`src/rtl/mips_pkg.sv`:
```
// Shared MIPS core definitions: ALU select codes, control bundle and
// default datapath widths.
package mips_pkg;

  localparam int DW_DEF = 32;
  localparam int RW_DEF = 5;

  typedef enum logic [3:0] {
    ALU_AND  = 4'd0,
    ALU_OR   = 4'd1,
    ALU_ADD  = 4'd2,
    ALU_SUB  = 4'd6,
    ALU_SLT  = 4'd7,
    ALU_SLTU = 4'd8,
    ALU_XOR  = 4'd9,
    ALU_NOR  = 4'd10,
    ALU_SLL  = 4'd11,
    ALU_SRL  = 4'd12
  } alu_sel_e;

  typedef struct packed {
    logic reg_write;
    logic mem_read;
    logic mem_write;
    logic mem_to_reg;
  } ctrl_t;

  localparam ctrl_t CTRL_BUBBLE = '0;

endpackage

```
`src/rtl/operand_forward.sv`:
```
// Single-source forwarding mux: EX/MEM beats MEM/WB, register 0 is never
// forwarded, otherwise the registered read data passes through.
module operand_forward
  import mips_pkg::*;
#(
  parameter int DW = DW_DEF,
  parameter int RW = RW_DEF
) (
  input  logic [RW-1:0] src,
  input  logic [DW-1:0] reg_data,
  input  logic          exmem_reg_write,
  input  logic [RW-1:0] exmem_rd,
  input  logic [DW-1:0] exmem_result,
  input  logic          memwb_reg_write,
  input  logic [RW-1:0] memwb_rd,
  input  logic [DW-1:0] memwb_result,
  output logic [DW-1:0] data
);

  logic hit_exmem;
  logic hit_memwb;

  assign hit_exmem = exmem_reg_write & (exmem_rd != '0) & (exmem_rd == src);
  assign hit_memwb = memwb_reg_write & (memwb_rd != '0) & (memwb_rd == src);

  always_comb begin
    if (hit_exmem)      data = exmem_result;
    else if (hit_memwb) data = memwb_result;
    else                data = reg_data;
  end

endmodule

```
`src/rtl/id_ex_stage.sv`:
```
// ID/EX pipeline register with operand forwarding and load-use hazard stall.
// Optional feature macro: ID_EX_FORWARD_EN (forwarding + load-use-only stall).
module id_ex_stage
  import mips_pkg::*;
#(
  parameter int DW = DW_DEF,
  parameter int RW = RW_DEF
) (
  input  logic          clk,
  input  logic          rst,
  input  logic          id_valid,
  input  logic [RW-1:0] id_rs,
  input  logic [RW-1:0] id_rt,
  input  logic [DW-1:0] id_rs_data,
  input  logic [DW-1:0] id_rt_data,
  input  logic [DW-1:0] id_imm,
  input  logic          id_use_imm,
  input  logic [4:0]    id_shamt,
  input  logic [3:0]    id_alu_sel,
  input  logic [RW-1:0] id_rd,
  input  logic          id_reg_write,
  input  logic          id_mem_read,
  input  logic          id_mem_write,
  input  logic          id_mem_to_reg,
  input  logic          flush,
  input  logic          exmem_reg_write,
  input  logic [RW-1:0] exmem_rd,
  input  logic [DW-1:0] exmem_result,
  input  logic          memwb_reg_write,
  input  logic [RW-1:0] memwb_rd,
  input  logic [DW-1:0] memwb_result,
  output logic [DW-1:0] alu_a,
  output logic [DW-1:0] alu_b,
  output logic [4:0]    alu_shamt,
  output logic [3:0]    alu_sel,
  output logic          ex_valid,
  output logic          ex_reg_write,
  output logic          ex_mem_read,
  output logic          ex_mem_write,
  output logic          ex_mem_to_reg,
  output logic [RW-1:0] ex_rd,
  output logic [DW-1:0] ex_store_data,
  output logic          stall
);

  typedef struct packed {
    logic          valid;
    logic [RW-1:0] rs;
    logic [RW-1:0] rt;
    logic [DW-1:0] rs_data;
    logic [DW-1:0] rt_data;
    logic [DW-1:0] imm;
    logic          use_imm;
    logic [4:0]    shamt;
    logic [3:0]    alu_sel;
    logic [RW-1:0] rd;
    ctrl_t         ctrl;
  } slot_t;

  slot_t         r;
  slot_t         id_slot;
  slot_t         bubble;
  logic          haz;
  logic          rt_is_src;
  logic [DW-1:0] fwd_a;
  logic [DW-1:0] fwd_b;

  // NOTE: every field gets a value on every pass, so no latch can be inferred.
  always_comb begin
    bubble               = '0;
    bubble.alu_sel       = ALU_AND;
    bubble.ctrl          = CTRL_BUBBLE;
    id_slot              = '0;
    id_slot.valid        = id_valid;
    id_slot.rs           = id_rs;
    id_slot.rt           = id_rt;
    id_slot.rs_data      = id_rs_data;
    id_slot.rt_data      = id_rt_data;
    id_slot.imm          = id_imm;
    id_slot.use_imm      = id_use_imm;
    id_slot.shamt        = id_shamt;
    id_slot.alu_sel      = id_alu_sel;
    id_slot.rd           = id_rd;
    id_slot.ctrl         = '{reg_write: id_reg_write, mem_read: id_mem_read,
                             mem_write: id_mem_write, mem_to_reg: id_mem_to_reg};
  end

  // An immediate form does not read rt as an ALU source.
  assign rt_is_src = ~id_use_imm;

`ifdef ID_EX_FORWARD_EN
  always_comb begin
    haz = id_valid & r.valid & r.ctrl.mem_read & (r.rd != '0) &
          ((r.rd == id_rs) | (rt_is_src & (r.rd == id_rt)));
  end
`else
  // Without forwarding, any pending write in EX or EX/MEM must drain first.
  function automatic logic raw_hit(input logic [RW-1:0] src);
    return (src != '0) &
           ((r.valid & r.ctrl.reg_write & (r.rd == src)) |
            (exmem_reg_write & (exmem_rd == src)));
  endfunction

  always_comb begin
    haz = 1'b0;
    if (id_valid) haz = raw_hit(id_rs) | (rt_is_src & raw_hit(id_rt));
  end
`endif

  assign stall = haz & ~flush & ~rst;

  // NOTE: sequential state uses non-blocking assignment so all flops update together.
  always_ff @(posedge clk) begin
    if (rst | flush | haz) r <= bubble;
    else                   r <= id_slot;
  end

`ifdef ID_EX_FORWARD_EN
  operand_forward #(.DW(DW), .RW(RW)) u_fwd_a (
    .src             (r.rs),
    .reg_data        (r.rs_data),
    .exmem_reg_write (exmem_reg_write),
    .exmem_rd        (exmem_rd),
    .exmem_result    (exmem_result),
    .memwb_reg_write (memwb_reg_write),
    .memwb_rd        (memwb_rd),
    .memwb_result    (memwb_result),
    .data            (fwd_a)
  );

  operand_forward #(.DW(DW), .RW(RW)) u_fwd_b (
    .src             (r.rt),
    .reg_data        (r.rt_data),
    .exmem_reg_write (exmem_reg_write),
    .exmem_rd        (exmem_rd),
    .exmem_result    (exmem_result),
    .memwb_reg_write (memwb_reg_write),
    .memwb_rd        (memwb_rd),
    .memwb_result    (memwb_result),
    .data            (fwd_b)
  );
`else
  assign fwd_a = r.rs_data;
  assign fwd_b = r.rt_data;

  // Result buses and source numbers have no reader when forwarding is absent.
  logic unused_fwd;
  assign unused_fwd = ^{exmem_result, memwb_reg_write, memwb_rd, memwb_result, r.rs, r.rt};
`endif

  assign alu_a         = fwd_a;
  assign alu_b         = r.use_imm ? r.imm : fwd_b;
  assign ex_store_data = fwd_b;
  assign alu_shamt     = r.shamt;
  assign alu_sel       = r.alu_sel;
  assign ex_valid      = r.valid;
  assign ex_reg_write  = r.ctrl.reg_write;
  assign ex_mem_read   = r.ctrl.mem_read;
  assign ex_mem_write  = r.ctrl.mem_write;
  assign ex_mem_to_reg = r.ctrl.mem_to_reg;
  assign ex_rd         = r.rd;

endmodule
```
`config.mk`:
```
export PLATFORM = sky130hd
export DESIGN_NAME = id_ex_stage
export DESIGN_NICKNAME = d
export VERILOG_FILES = /design/src/rtl/mips_pkg.sv /design/src/rtl/operand_forward.sv /design/src/rtl/id_ex_stage.sv
export SDC_FILE = /design/constraint.sdc
export NUM_CORES = 1
export LEC_CHECK = 0
export CAP_MARGIN = 20
export CORE_AREA = 4 4 121 123
export CTS_BUF_LIST = sky130_fd_sc_hd__clkbuf_16
export DETAILED_ROUTE_END_ITERATION = 8
export DIE_AREA = 0 0 125 127
export HOLD_SLACK_MARGIN = 0.06
export PLACE_DENSITY = 0.77
export SYNTH_ARGS = -nofsm -noshare
export SYNTH_HDL_FRONTEND = slang
export SYNTH_HIERARCHICAL = 1
export SYNTH_SLANG_ARGS = --single-unit
```
`constraint.sdc`:
```
create_clock -name clk -period 5.1 [get_ports clk]
set_clock_uncertainty 0.15 [all_clocks]
set_input_delay 0.51 -clock clk [delete_from_list [all_inputs] [get_ports clk]]
set_output_delay 0.51 -clock clk [all_outputs]
set_load 0.01 [all_outputs]
```
==> results of run 1 <==
## power breakdown
group	switching [mW]	total (mW)	internal, mW
logic	0.0871	0.282	0.194
registers	0.0179	0.964	0.946
clock network	0.390	1.14	0.752
total	0.495	2.39	1.89
## final cells by class
cell class | count | area (µm²)
Multi-Input combinational cell | 186 | 1410
Tap cell | 180 | 225
Sequential cell | 116 | 2320
Clock inverter | 15 | 149
Timing Repair Buffer | 252 | 2520
Clock buffer | 17 | 425
Inverter | 1 | 3.75
Fill cell | 1220 | 6610
## cell usage in the layout, fill, tap and decap left out, types with 2 or more instances in the layout
cell / netlist / layout
dfxtp_1: 116 / 115
clkinvlp_4: 0 / 3
inv_1: 1 / 4
xnor2_1: 20 / 20
bufinv_16: 0 / 3
mux2_2: 32 / 32
clkinv_1: 0 / 4
clkdlybuf4s50_1: 0 / 250
nand4_1: 4 / 4
nand2_1: 3 / 3
buf_4: 79 / 2
nand3_1: 3 / 3
clkinv_2: 0 / 2
and3_1: 115 / 115
clkbuf_16: 0 / 17
## worst min path at each step
| stage | from | to | cells past startpoint |
|---|---|---|---|
| floorplan | id_use_imm | r[18] | 1 |
| global placement | id_rs_data[4] | alu_a[4] | 2 |
| detailed placement | id_rd[2] | ex_rd[2] | 2 |
| CTS | id_shamt[4] | alu_shamt[4] | 2 |
| global route | id_alu_sel[2] | alu_sel[2] | 2 |
| finish | id_rd[2] | ex_rd[2] | 2 |
## layer usage
layer  global-route usage  share of wire  routed length (µm)
met1                0.167           0.39                4770
met2                0.268           0.51                6240
met3               0.0723          0.083                1010
met4               0.0580          0.019                 235
met5                    0              0                   0
## worst max-delay path, delay by kind of cell
| kind | cells | cell delay (ps) |
|---|---|---|
| buffers and inverters | 2 | 1190 |
| xor gates and xnor gates | 1 | 150 |
| and+or+nand+nor | 1 | 120 |
| AOI/OAI and AO/OA | 3 | 710 |
## logic make-up (layout without fill, tap and decap cells)
family                 Yosys count  count (layout)  share of synthesized area
multiplexers                    32              32                     0.0801
AND/OR/NAND/NOR                129             129                      0.177
XOR/XNOR                        20              20                     0.0390
buffers and inverters          107             285                      0.170
AO/OA/AOI/OAI                    5               5                     0.0175
flip-flops                     116             116                      0.516
## metrics by stage
stage	hold WS, ps	total power, mW
finish	519	2.39
global route	498	2.50
CTS	499	2.42
detailed placement	935	1.27
global placement	933	1.26
floorplan	482	1.10
==> metrics, run 1 <==
fin crit share=0.653; DIE WIDTH=125 µm; CP endpoint=stall; placement row count=43; IO Port Bufs=250; CP Class=input pin to primary output; initial DRC count=128; Bufs on Longest Clock Path=2; Reg2Reg Launch Point=ex_rd[1]; number of flip-flops under the largest register name=33; GP Congestion=0.871; VDD IR max=226 µV; number of setup buffers added after CTS=0; Yosys warning count=6; Synth area leaders=dfxtp_1 52%, and3_1 16%, buf_4 13%, mux2_2 8.0%, xnor2_1 3.9%; CP startpoint kind=input pin; final design utilization=0.516; Reg2Reg Depth=6; clock slew at reported path FFs=50 ps; hold buffer count at CTS=0; TritonCTS Buffers=17; CTS tree=built; Remaining Overflow, GRT=0; Worst EP arrival=2670 ps; status=complete, no violations; CP Max Fanout=3; Syn Area/Cell=11.0 µm²; Crit. Startpoint=id_rt[0]; cell area after synthesis=4500 µm²; Ant. Diodes=0; Area after DPL=6480 µm²; drt drc=0; core outline area=13,700 µm²; TritonRoute pass-1 iters=4; Static Leak=3.05 nW; post-synthesis sequential area ratio=0.516; setup_tns=0 ps; Post-CTS Resized=0; fraction of synthesis flops using an asynchronous set or reset pin=0; final setup margin=1770 ps; Synth Net Count=614; Die ar.=15,900 µm²; Worst-Margin Slew=919 ps; Top reg by flops=r; Critical-path top delay cell=clkdlybuf4s50_1; number of nets with antenna violations after routing=0; Rel. slew slack=0.388; root buffer cell=clkbuf_16; Area Overhead vs Synth=56.9%; most instantiated library cell after synthesis=dfxtp_1; top cell type's share of synthesized area=0.516; worst skew pair latency=400 ps; Syn Inst Count=409; io pins=321; DIE HEIGHT=127 µm; RR Endpoint=r[47]; hold crit path type=input pin to register; most frequent cells after synthesis=116 x dfxtp_1, 115 x and3_1, 79 x buf_4, 32 x mux2_2, 20 x xnor2_1; Post-Place Cells=735; initial antenna violation count=0; crit-path cells=clkdlybuf4s50_1 > xnor2_1 > nand4_1 > o22ai_1 > o2111ai_4 > a211oi_1 > clkdlybuf4s50_1; largest area contributor in the netlist=dfxtp_1; Setup violations, final=0; Via-to-Cell Ratio=4.40; max_cap viols=0; Cell variety after synth=24; delay of the slowest cell on the worst path=600 ps; CP required=4440 ps; final hold viol count=0; Vias=3,378; CP endpoint kind=primary output; RSZ-0062 raised after global routing=no; Post-synth EDFFs=0; Cell Count, Final, Fillers Out=767; Wirelength per Cell=16.0 µm; # nets final=779; Final Cell Area=7060 µm²; #FFs+latches synth=116; dpl ws=1790 ps; first-pass GRT wire length=19,500 µm; placed wire-length estimate=8940 µm; # H-tree levels=4; Final Critical Period=3330 ps; clock sink count=116; Max Freq=300 MHz; gr usage total=0.156; vias in the first global route=3,759; WL final=12,300 µm; share of post-route cells with drive strength above 1=0.109; final slew viol count=0; main flop type after synthesis=dfxtp_1; largest net degree at the start of global routing=117; R2R Setup Slk=2800 ps; initial core utilization=0.329; CP most frequent cell=clkdlybuf4s50_1; PwrDens=338 nW/µm²
Note: power is estimated with default switching activity, not from simulation.
==> run 2: changes to the inputs <==
Settings changed: CORE_AREA 4 4 121 123 to 4 4 122 124, DIE_AREA 0 0 125 127 to 0 0 126 128, PLACE_DENSITY 0.77 to 0.76.
Clock period 5.1 ns to 3.1 ns, I/O delays scaled along.
==> run 2 against run 1 <==
Net effect:
- total power is 65% higher
- clock-buffer cell count stayed put
- via count about the same
- critical path depth unchanged
- core utilization is 0.21 points lower
- wire length is 0.11% lower
- sequential cell count did not move
- worst hold slack worse by 190 ps
- clock power is 65% higher
- worst setup slack got worse by 1600 ps
- non-clock buffer count grew 2
- first-iteration DRC count fell by 30%
- critical path type unchanged
- critical endpoint unchanged
- largest cell class unchanged
==> metrics, run 2 (same netlist as run 1, synthesis figures left out) <==
clock slew at reported path FFs=50 ps (about the same); # H-tree levels=4 (unchanged); Reg2Reg Launch Point=ex_rd[0]; RSZ-0062 raised after global routing=no; Die ar.=16,100 µm² (+1.6%); grt met3 use=0.0675 (-0.00482); CTS tree=built; number of nets with antenna violations after routing=0 (unchanged); DIE WIDTH=126 µm (+0.80%); share of post-route cells with drive strength above 1=0.116 (+0.00662); most frequent cells in the layout=250 x clkdlybuf4s50_1, 115 x and3_1, 115 x dfxtp_1; hold path depth=2 (unchanged); CP Class=input pin to primary output; CP Max Fanout=3 (unchanged); Critical-path top delay cell=clkdlybuf4s50_1; global routing usage on met1=0.147 (-0.0207); Bufs on Longest Clock Path=2 (unchanged); TritonRoute pass-1 iters=4 (unchanged); number of setup buffers added after CTS=0 (unchanged); worst hold start=id_rs_data[8]; gr usage total=0.151 (-0.00499); vias in the first global route=3,728 (-0.82%); IO Port Bufs=250 (unchanged); VDD IR max=268 µV (+19%); initial core utilization=0.326 (-0.00257); final hold viol count=0 (unchanged); R2R Setup Slk=970 ps (-1830 ps); root buffer cell=clkbuf_16; DIE HEIGHT=128 µm (+0.79%); CP endpoint kind=primary output; Reg2Reg Depth=6 (unchanged); Via-to-Cell Ratio=4.40 (-0.17%); core outline area=13,800 µm² (+0.79%); Tot Pwr=3.93 mW (+65%); first-pass GRT wire length=19,100 µm (-2.2%); io pins=321 (unchanged); most common cell after layout, fill and taps aside=clkdlybuf4s50_1; initial antenna violation count=1 (+1); max_cap viols=0 (unchanged); number of flip-flops under the largest register name=33 (unchanged); worst skew pair latency=400 ps (about the same); delay of the slowest cell on the worst path=600 ps (about the same); global route hottest layer=met2; GR Layer Usage met2=0.269 (+0.000275); Rel. slew slack=0.399 (+0.0112); Post-CTS Resized=0 (unchanged); GP Congestion=0.921 (+5.8%); clock sink count=116 (unchanged); Max Freq=345 MHz; placed wire-length estimate=9120 µm (+2.1%); fin crit share=0.934; Fillers=1,251 (+2.5%); final slew viol count=0 (unchanged); Area Overhead vs Synth=57.5%; Worst-Margin Slew=902 ps (-16.8 ps); hold crit path type=input pin to register; WL final=12,200 µm (-0.11%); setup_tns=0 ps (unchanged); Remaining Overflow, GRT=0 (unchanged); CP required=2640 ps (-1800 ps); Wirelength per Cell=15.9 µm (-0.37%); Static Leak=3.06 nW (+0.44%); # nets final=781 (+0.26%); largest net degree at the start of global routing=116 (-0.85%); PwrDens=555 nW/µm² (+64%); Setup violations, final=0 (unchanged); status=complete, no violations; TritonCTS Buffers=17 (unchanged); placement row count=43 (unchanged); initial DRC count=90 (-30%); CP startpoint kind=input pin; Worst Hold Path EP=alu_a[8]; Vias=3,381 (+0.089%); CP most frequent cell=clkdlybuf4s50_1; Worst EP arrival=2440 ps (-230 ps); Top reg by flops=r; hold buffer count at CTS=0 (unchanged); Final Critical Period=2900 ps; drt drc=0 (unchanged); crit-path cells=clkdlybuf4s50_1 > xnor2_1 > nand4_1 > o22ai_1 > o2111ai_4 > a211oi_1 > clkdlybuf4s50_1; RR Endpoint=alu_a[29]
-- run 2: cell count changes in the layout (fill, tap and decap cells not counted), sizes merged --
cell / previous run / this run
buf: 2 / 4
clkinv: 6 / 8
inv: 4 / 2
clkinvlp: 3 / 2
diode: 0 / 1
-- run 2: metrics by stage --
step | hold slack, ps | utilization | cells | instance area, µm² | setup slack [ps]
6_report | 325 | 0.514 | 769 | 7080 | 204
5_1_grt | 305 | 0.514 | 769 | 7080 | 94.0
3_5_place_dp | 736 | 0.473 | 737 | 6510 | 178
4_1_cts | 301 | 0.514 | 768 | 7080 | 185
2_1_floorplan | 282 | - | 409 | 4500 | 1090
3_3_place_gp | 732 | 0.473 | 737 | 6510 | 181
-- run 2: layer usage --
metal	wire [µm]	share of wire
met1	4600	0.38
met2	6220	0.51
met3	1060	0.087
met4	359	0.029
met5	0	0
-- run 2: critical path: cells and delay by family --
| kind | cells | cell delay, ps |
|---|---|---|
| AO/OA/AOI/OAI | 3 | 670 |
| XOR/XNOR | 1 | 160 |
| AND/OR/NAND/NOR | 1 | 120 |
| buffers and inverters | 2 | 1180 |
-- run 2: area by class of cell --
type / instances / area [µm²] / area share
Multi-Input combinational cell: 186 / 1410 / 0.199
Antenna cell: 1 / 2.50 / 0.000353
Clock buffer: 17 / 425 / 0.0601
Inverter: 1 / 3.75 / 0.000530
Sequential cell: 116 / 2320 / 0.328
Tap cell: 180 / 225 / 0.0318
Clock inverter: 14 / 145 / 0.0205
Timing Repair Buffer: 254 / 2540 / 0.359
-- run 2: how the worst max path moves through the flow --
stage / startpoint / end / slack, ps / cells after the start
final: id_rt[0] / stall / 200 / 7
after global routing: id_rt[0] / stall / 90 / 7
after CTS: id_rt[0] / stall / 180 / 7
after detailed placement: id_rt[0] / stall / 180 / 7
after global placement: id_rt[0] / stall / 180 / 7
after floorplan: ex_rd[2] / stall / 1090 / 6
-- run 2: power by group --
group | switching (mW) | internal (mW) | total (mW)
clock network | 0.641 | 1.24 | 1.88
logic | 0.150 | 0.323 | 0.473
registers | 0.0236 | 1.56 | 1.58
total | 0.814 | 3.12 | 3.93
==> run 3: changes to the inputs <==
Settings changed: CELL_PAD_IN_SITES_DETAIL_PLACEMENT set to 1, CELL_PAD_IN_SITES_GLOBAL_PLACEMENT set to 1, CORE_AREA 4 4 122 124 to not set, CORE_MARGIN set to 4, CORE_UTILIZATION set to 25, DIE_AREA 0 0 126 128 to not set, PLACE_DENSITY 0.76 to not set, PLACE_DENSITY_LB_ADDON set to 0.1, SETUP_SLACK_MARGIN set to 0.05.
==> run 3 against run 2 <==
Net effect:
- clock-buffer cell count did not move
- via count rose by 1.3%
- design area rose by 1.1%
- clock power rose by 2%
- critical path type unchanged
- critical endpoint unchanged
- highest routed layer unchanged
==> metrics, run 3 (same netlist as run 1, synthesis figures left out) <==
status=complete, no violations; RSZ-0062 raised after global routing=no; final slew viol count=0 (unchanged); Rel. slew slack=0.328 (-0.0709); Post-CTS Resized=0 (unchanged); Reg power frac=0.397 (-0.005); worst skew pair latency=410 ps (about the same); CP Max Fanout=3 (unchanged); Reg2Reg Depth=6 (unchanged); worst hold start=id_rs_data[4]; most frequent cells in the layout=249 x clkdlybuf4s50_1, 115 x and3_1, 115 x dfxtp_1; Area Overhead vs Synth=59.2%; initial core utilization=0.257 (-0.0692); max_cap viols=0 (unchanged); placement row count=48 (+12%); initial DRC count=71 (-21%); TritonCTS Buffers=17 (unchanged); sw frac=0.216 (+0.00851); number of setup buffers added after CTS=0 (unchanged); Vias=3,424 (+1.3%); Bufs on Longest Clock Path=2 (unchanged); CP endpoint kind=primary output; CTS tree=built; Wirelength per Cell=16.8 µm (+5.6%); fin crit share=0.819 (-0.115); DIE WIDTH=142 µm (+13%); root buffer cell=clkbuf_16; final hold viol count=0 (unchanged); Critical-path top delay cell=clkdlybuf4s50_1; Psw=0.857 mW (+5.3%); Max Freq=394 MHz (+14%); Fillers=1,875 (+50%); share of post-route cells with drive strength above 1=0.115 (-0.000392); core outline area=17,500 µm² (+27%); Ant. Diodes=0 (-1); RR Endpoint=alu_a[10]; CP startpoint kind=input pin; TritonRoute pass-1 iters=4 (unchanged); CP bufs+invs=2 (unchanged); R2R Setup Slk=890 ps (-80 ps); vias in the first global route=3,726 (-0.054%); CP Class=input pin to primary output; hold crit path type=input pin to register; Worst Hold Path EP=alu_a[4]; Worst-Margin Slew=1010 ps (+106 ps); number of nets with antenna violations after routing=0 (unchanged); Worst path top cell family by delay=buffers and inverters; delay of the slowest cell on the worst path=510 ps (-90 ps); Int Pwr=3.12 mW (about the same); placed wire-length estimate=9820 µm (+7.7%); Via-to-Cell Ratio=4.20 (-4.4%); hold buffer count at CTS=0 (unchanged); initial antenna violation count=0 (-1); VDD IR max=344 µV (+28%); clock slew at reported path FFs=50 ps (about the same); Die ar.=20,200 µm² (+25%); io pins=321 (unchanged); clock share of power=0.483 (+0.005); dpl ws=135 ps (-42.2 ps); number of flip-flops under the largest register name=33 (unchanged); drt drc=0 (unchanged); DIE HEIGHT=142 µm (+11%); # H-tree levels=4 (unchanged); Setup violations, final=0 (unchanged); Top reg by flops=r; crit-path cells=clkdlybuf4s50_1 > xnor2_1 > nand4_1 > o22ai_1 > o2111ai_4 > a211oi_1 > dlymetal6s2s_1; IO Port Bufs=250 (unchanged); gr usage total=0.136 (-0.0144); GP Congestion=0.752 (-18%); Final Critical Period=2540 ps (-356 ps); PwrDens=555 nW/µm² (about the same); Remaining Overflow, GRT=0 (unchanged); Reg2Reg Launch Point=ex_rd[0]; Worst EP arrival=2080 ps (-360 ps); largest net degree at the start of global routing=116 (unchanged); # nets final=782 (+0.13%); most common cell after layout, fill and taps aside=clkdlybuf4s50_1; hold path depth=2 (unchanged); Static Leak=3.09 nW (+0.97%); CP required=2640 ps (about the same); first-pass GRT wire length=21,000 µm (+10%); WL final=13,700 µm (+12%); setup_tns=0 ps (unchanged); final setup margin=560 ps (+356 ps); combinational share of power=0.119 (about the same); clock sink count=116 (unchanged)
run 3: changes by cell type in the layout (fill, tap and decap cells not counted), sizes merged:
cell           before  now
inv                 2    3
diode               1    0
buf                 4    5
dlymetal6s2s        0    1
clkdlybuf4s50     250  249
run 3: cell type report:
type	count	area (µm²)	share of cell area
Timing Repair Buffer	255	2570	0.359
Sequential cell	116	2320	0.324
Multi-Input combinational cell	186	1410	0.197
Clock buffer	17	425	0.0594
Tap cell	225	282	0.0393
Clock inverter	15	148	0.0206
Inverter	1	3.75	0.000524
run 3: power groups by stage:
stage               sequential (mW)  combinational, mW  clock [mW]
global placement               1.61              0.477           0
global route                   1.59              0.509        2.08
detailed placement             1.61              0.480           0
finish                         1.58              0.474        1.92
CTS                            1.58              0.483        1.99
floorplan                      1.60              0.213           0
run 3: worst max-delay path by stage:
stage	startpoint	end	slack, ps	depth (start not counted)
2_1_floorplan	ex_rd[2]	stall	1090	6
3_3_place_gp	id_rt[0]	stall	140	7
3_5_place_dp	id_rt[1]	alu_a[0]	140	5
4_1_cts	id_rt[0]	stall	170	7
5_1_grt	id_rt[0]	stall	350	7
6_report	id_rt[0]	stall	560	7
run 3: layer usage:
metal / up-vias / global-route usage / routed length [µm]
li1: 1651 / - / -
met1: 1606 / 0.143 / 5060
met3: 26 / 0.0642 / 1370
met4: 0 / 0.0662 / 366
met2: 141 / 0.230 / 6900
met5: - / 0 / 0
run 3: metrics by stage:
step / hold slack, ps / total power [mW] / cells / cell area (µm²) / utilization
2_1_floorplan: 282 / 1.82 / 409 / 4500 / -
3_3_place_gp: 732 / 2.09 / 783 / 6590 / 0.377
3_5_place_dp: 737 / 2.09 / 783 / 6590 / 0.377
4_1_cts: 294 / 4.06 / 815 / 7160 / 0.410
5_1_grt: 296 / 4.17 / 815 / 7160 / 0.410
6_report: 316 / 3.98 / 815 / 7160 / 0.410
==> patch: new RTL, flow settings as in run 3 <==
The option `ID_EX_FORWARD_EN` is turned on by a define.
--- a/src/rtl/id_ex_stage.sv
+++ b/src/rtl/id_ex_stage.sv
@@ -1,5 +1,7 @@
 // ID/EX pipeline register with operand forwarding and load-use hazard stall.
 // Optional feature macro: ID_EX_FORWARD_EN (forwarding + load-use-only stall).
+`define ID_EX_FORWARD_EN
+
 module id_ex_stage
   import mips_pkg::*;
 #(
Formal check against the unedited RTL: not equivalent (a bounded check fails within 4 cycles, from zero or initial values).
==> patch against run 3 <==
Design area is 74% higher. Sequential power is 9% higher. Final cell count is 90% higher. Core utilization is 5.3 points higher. Hold slack worse by 0.057 ns. Sequential cell count is 10 higher. Global-route usage is 9.7 points higher. Non-clock buffer count is 183 higher. Total power is 30% higher. Synthesized area is 51% higher. Worst setup slack worse by 0.48 ns. Routed wire length grew to 2.6 times the old value. Synthesized cell count is 110% higher.
==> patch: results (changes against run 3) <==
vias: 8271  # was 3424
largest_reg_flops: 107  # was 33
grt_pass1_wl_mm: 54.8  # was 21.0 mm
synth.area.mux_share: 0.0529  # was 0.0801
ctsResizeCount: 215  # was 0
buffers: 438  # was 255
grt_pass1_vias: 8938  # was 3726
path_clk_slew_ns: 0.07  # was 0.05 ns
dp_slack_ns: -0.407  # was 0.135 ns
synth_sequential_area_ratio: 0.371  # was 0.516
fillers: 3069  # was 1875
seq_share: 0.204  # was 0.324
viasPerCell: 5.35  # was 4.20
synth_area_leaders: "dfxtp_1, a21oi_1, nand2_1"  # was dfxtp_1, and3_1, buf_4
status: "completed"  # unchanged
floorplan.rows: 60  # was 48
cts_setup_buffers: 29  # was 0
wl_met2_mm: 17.4  # was 6.90 mm
dp_hpwl_mm: 24.2  # was 9.82 mm
synth_fp_nets: 1063  # was 614
multi_input_comb_cells: 608  # was 186
fin_area_um2: 12400  # was 7160 µm²
relSlewSlack: 0.542  # was 0.328
top_layer: "met5"  # was met4
route.met3.wl_mm: 2.20  # was 1.37 mm
-- patch: changes by cell type in the layout (fill, tap and decap cells not counted), sizes merged, moves of 66 or more --
| cell | change |
|---|---|
| nand2 | +130 |
| nor4 | +66 |
| buf | +123 |
| a21oi | +129 |
| and3 | -112 |
| dlygate4sd2 | +78 |
-- patch: final timing paths --
check	start	endpoint	slack (ns)	cells past startpoint
worst max-delay path	r[119]	alu_b[9]	0.08	11
worst min-delay path	id_rd[0]	ex_rd[0]	0.26	3
worst max register to register	ex_rd[4]	r[52]	0.88	5
worst min register to register	ex_valid	ex_valid	0.82	4
-- patch: power breakdown --
part / switching (µW) / internal, µW / leakage (µW)
registers: 35.0 / 1690 / 0.00104
clock network: 818 / 1350 / 0.000297
logic: 629 / 661 / 0.00347
total: 1480 / 3690 / 0.00480
-- patch: per-layer routing --
layer  global-route usage  vias to the layer above
met1                0.295                     4059
li1                     -                     3872
met3               0.0577                       41
met4               0.0635                        2
met5                    0                        -
met2                0.396                      297
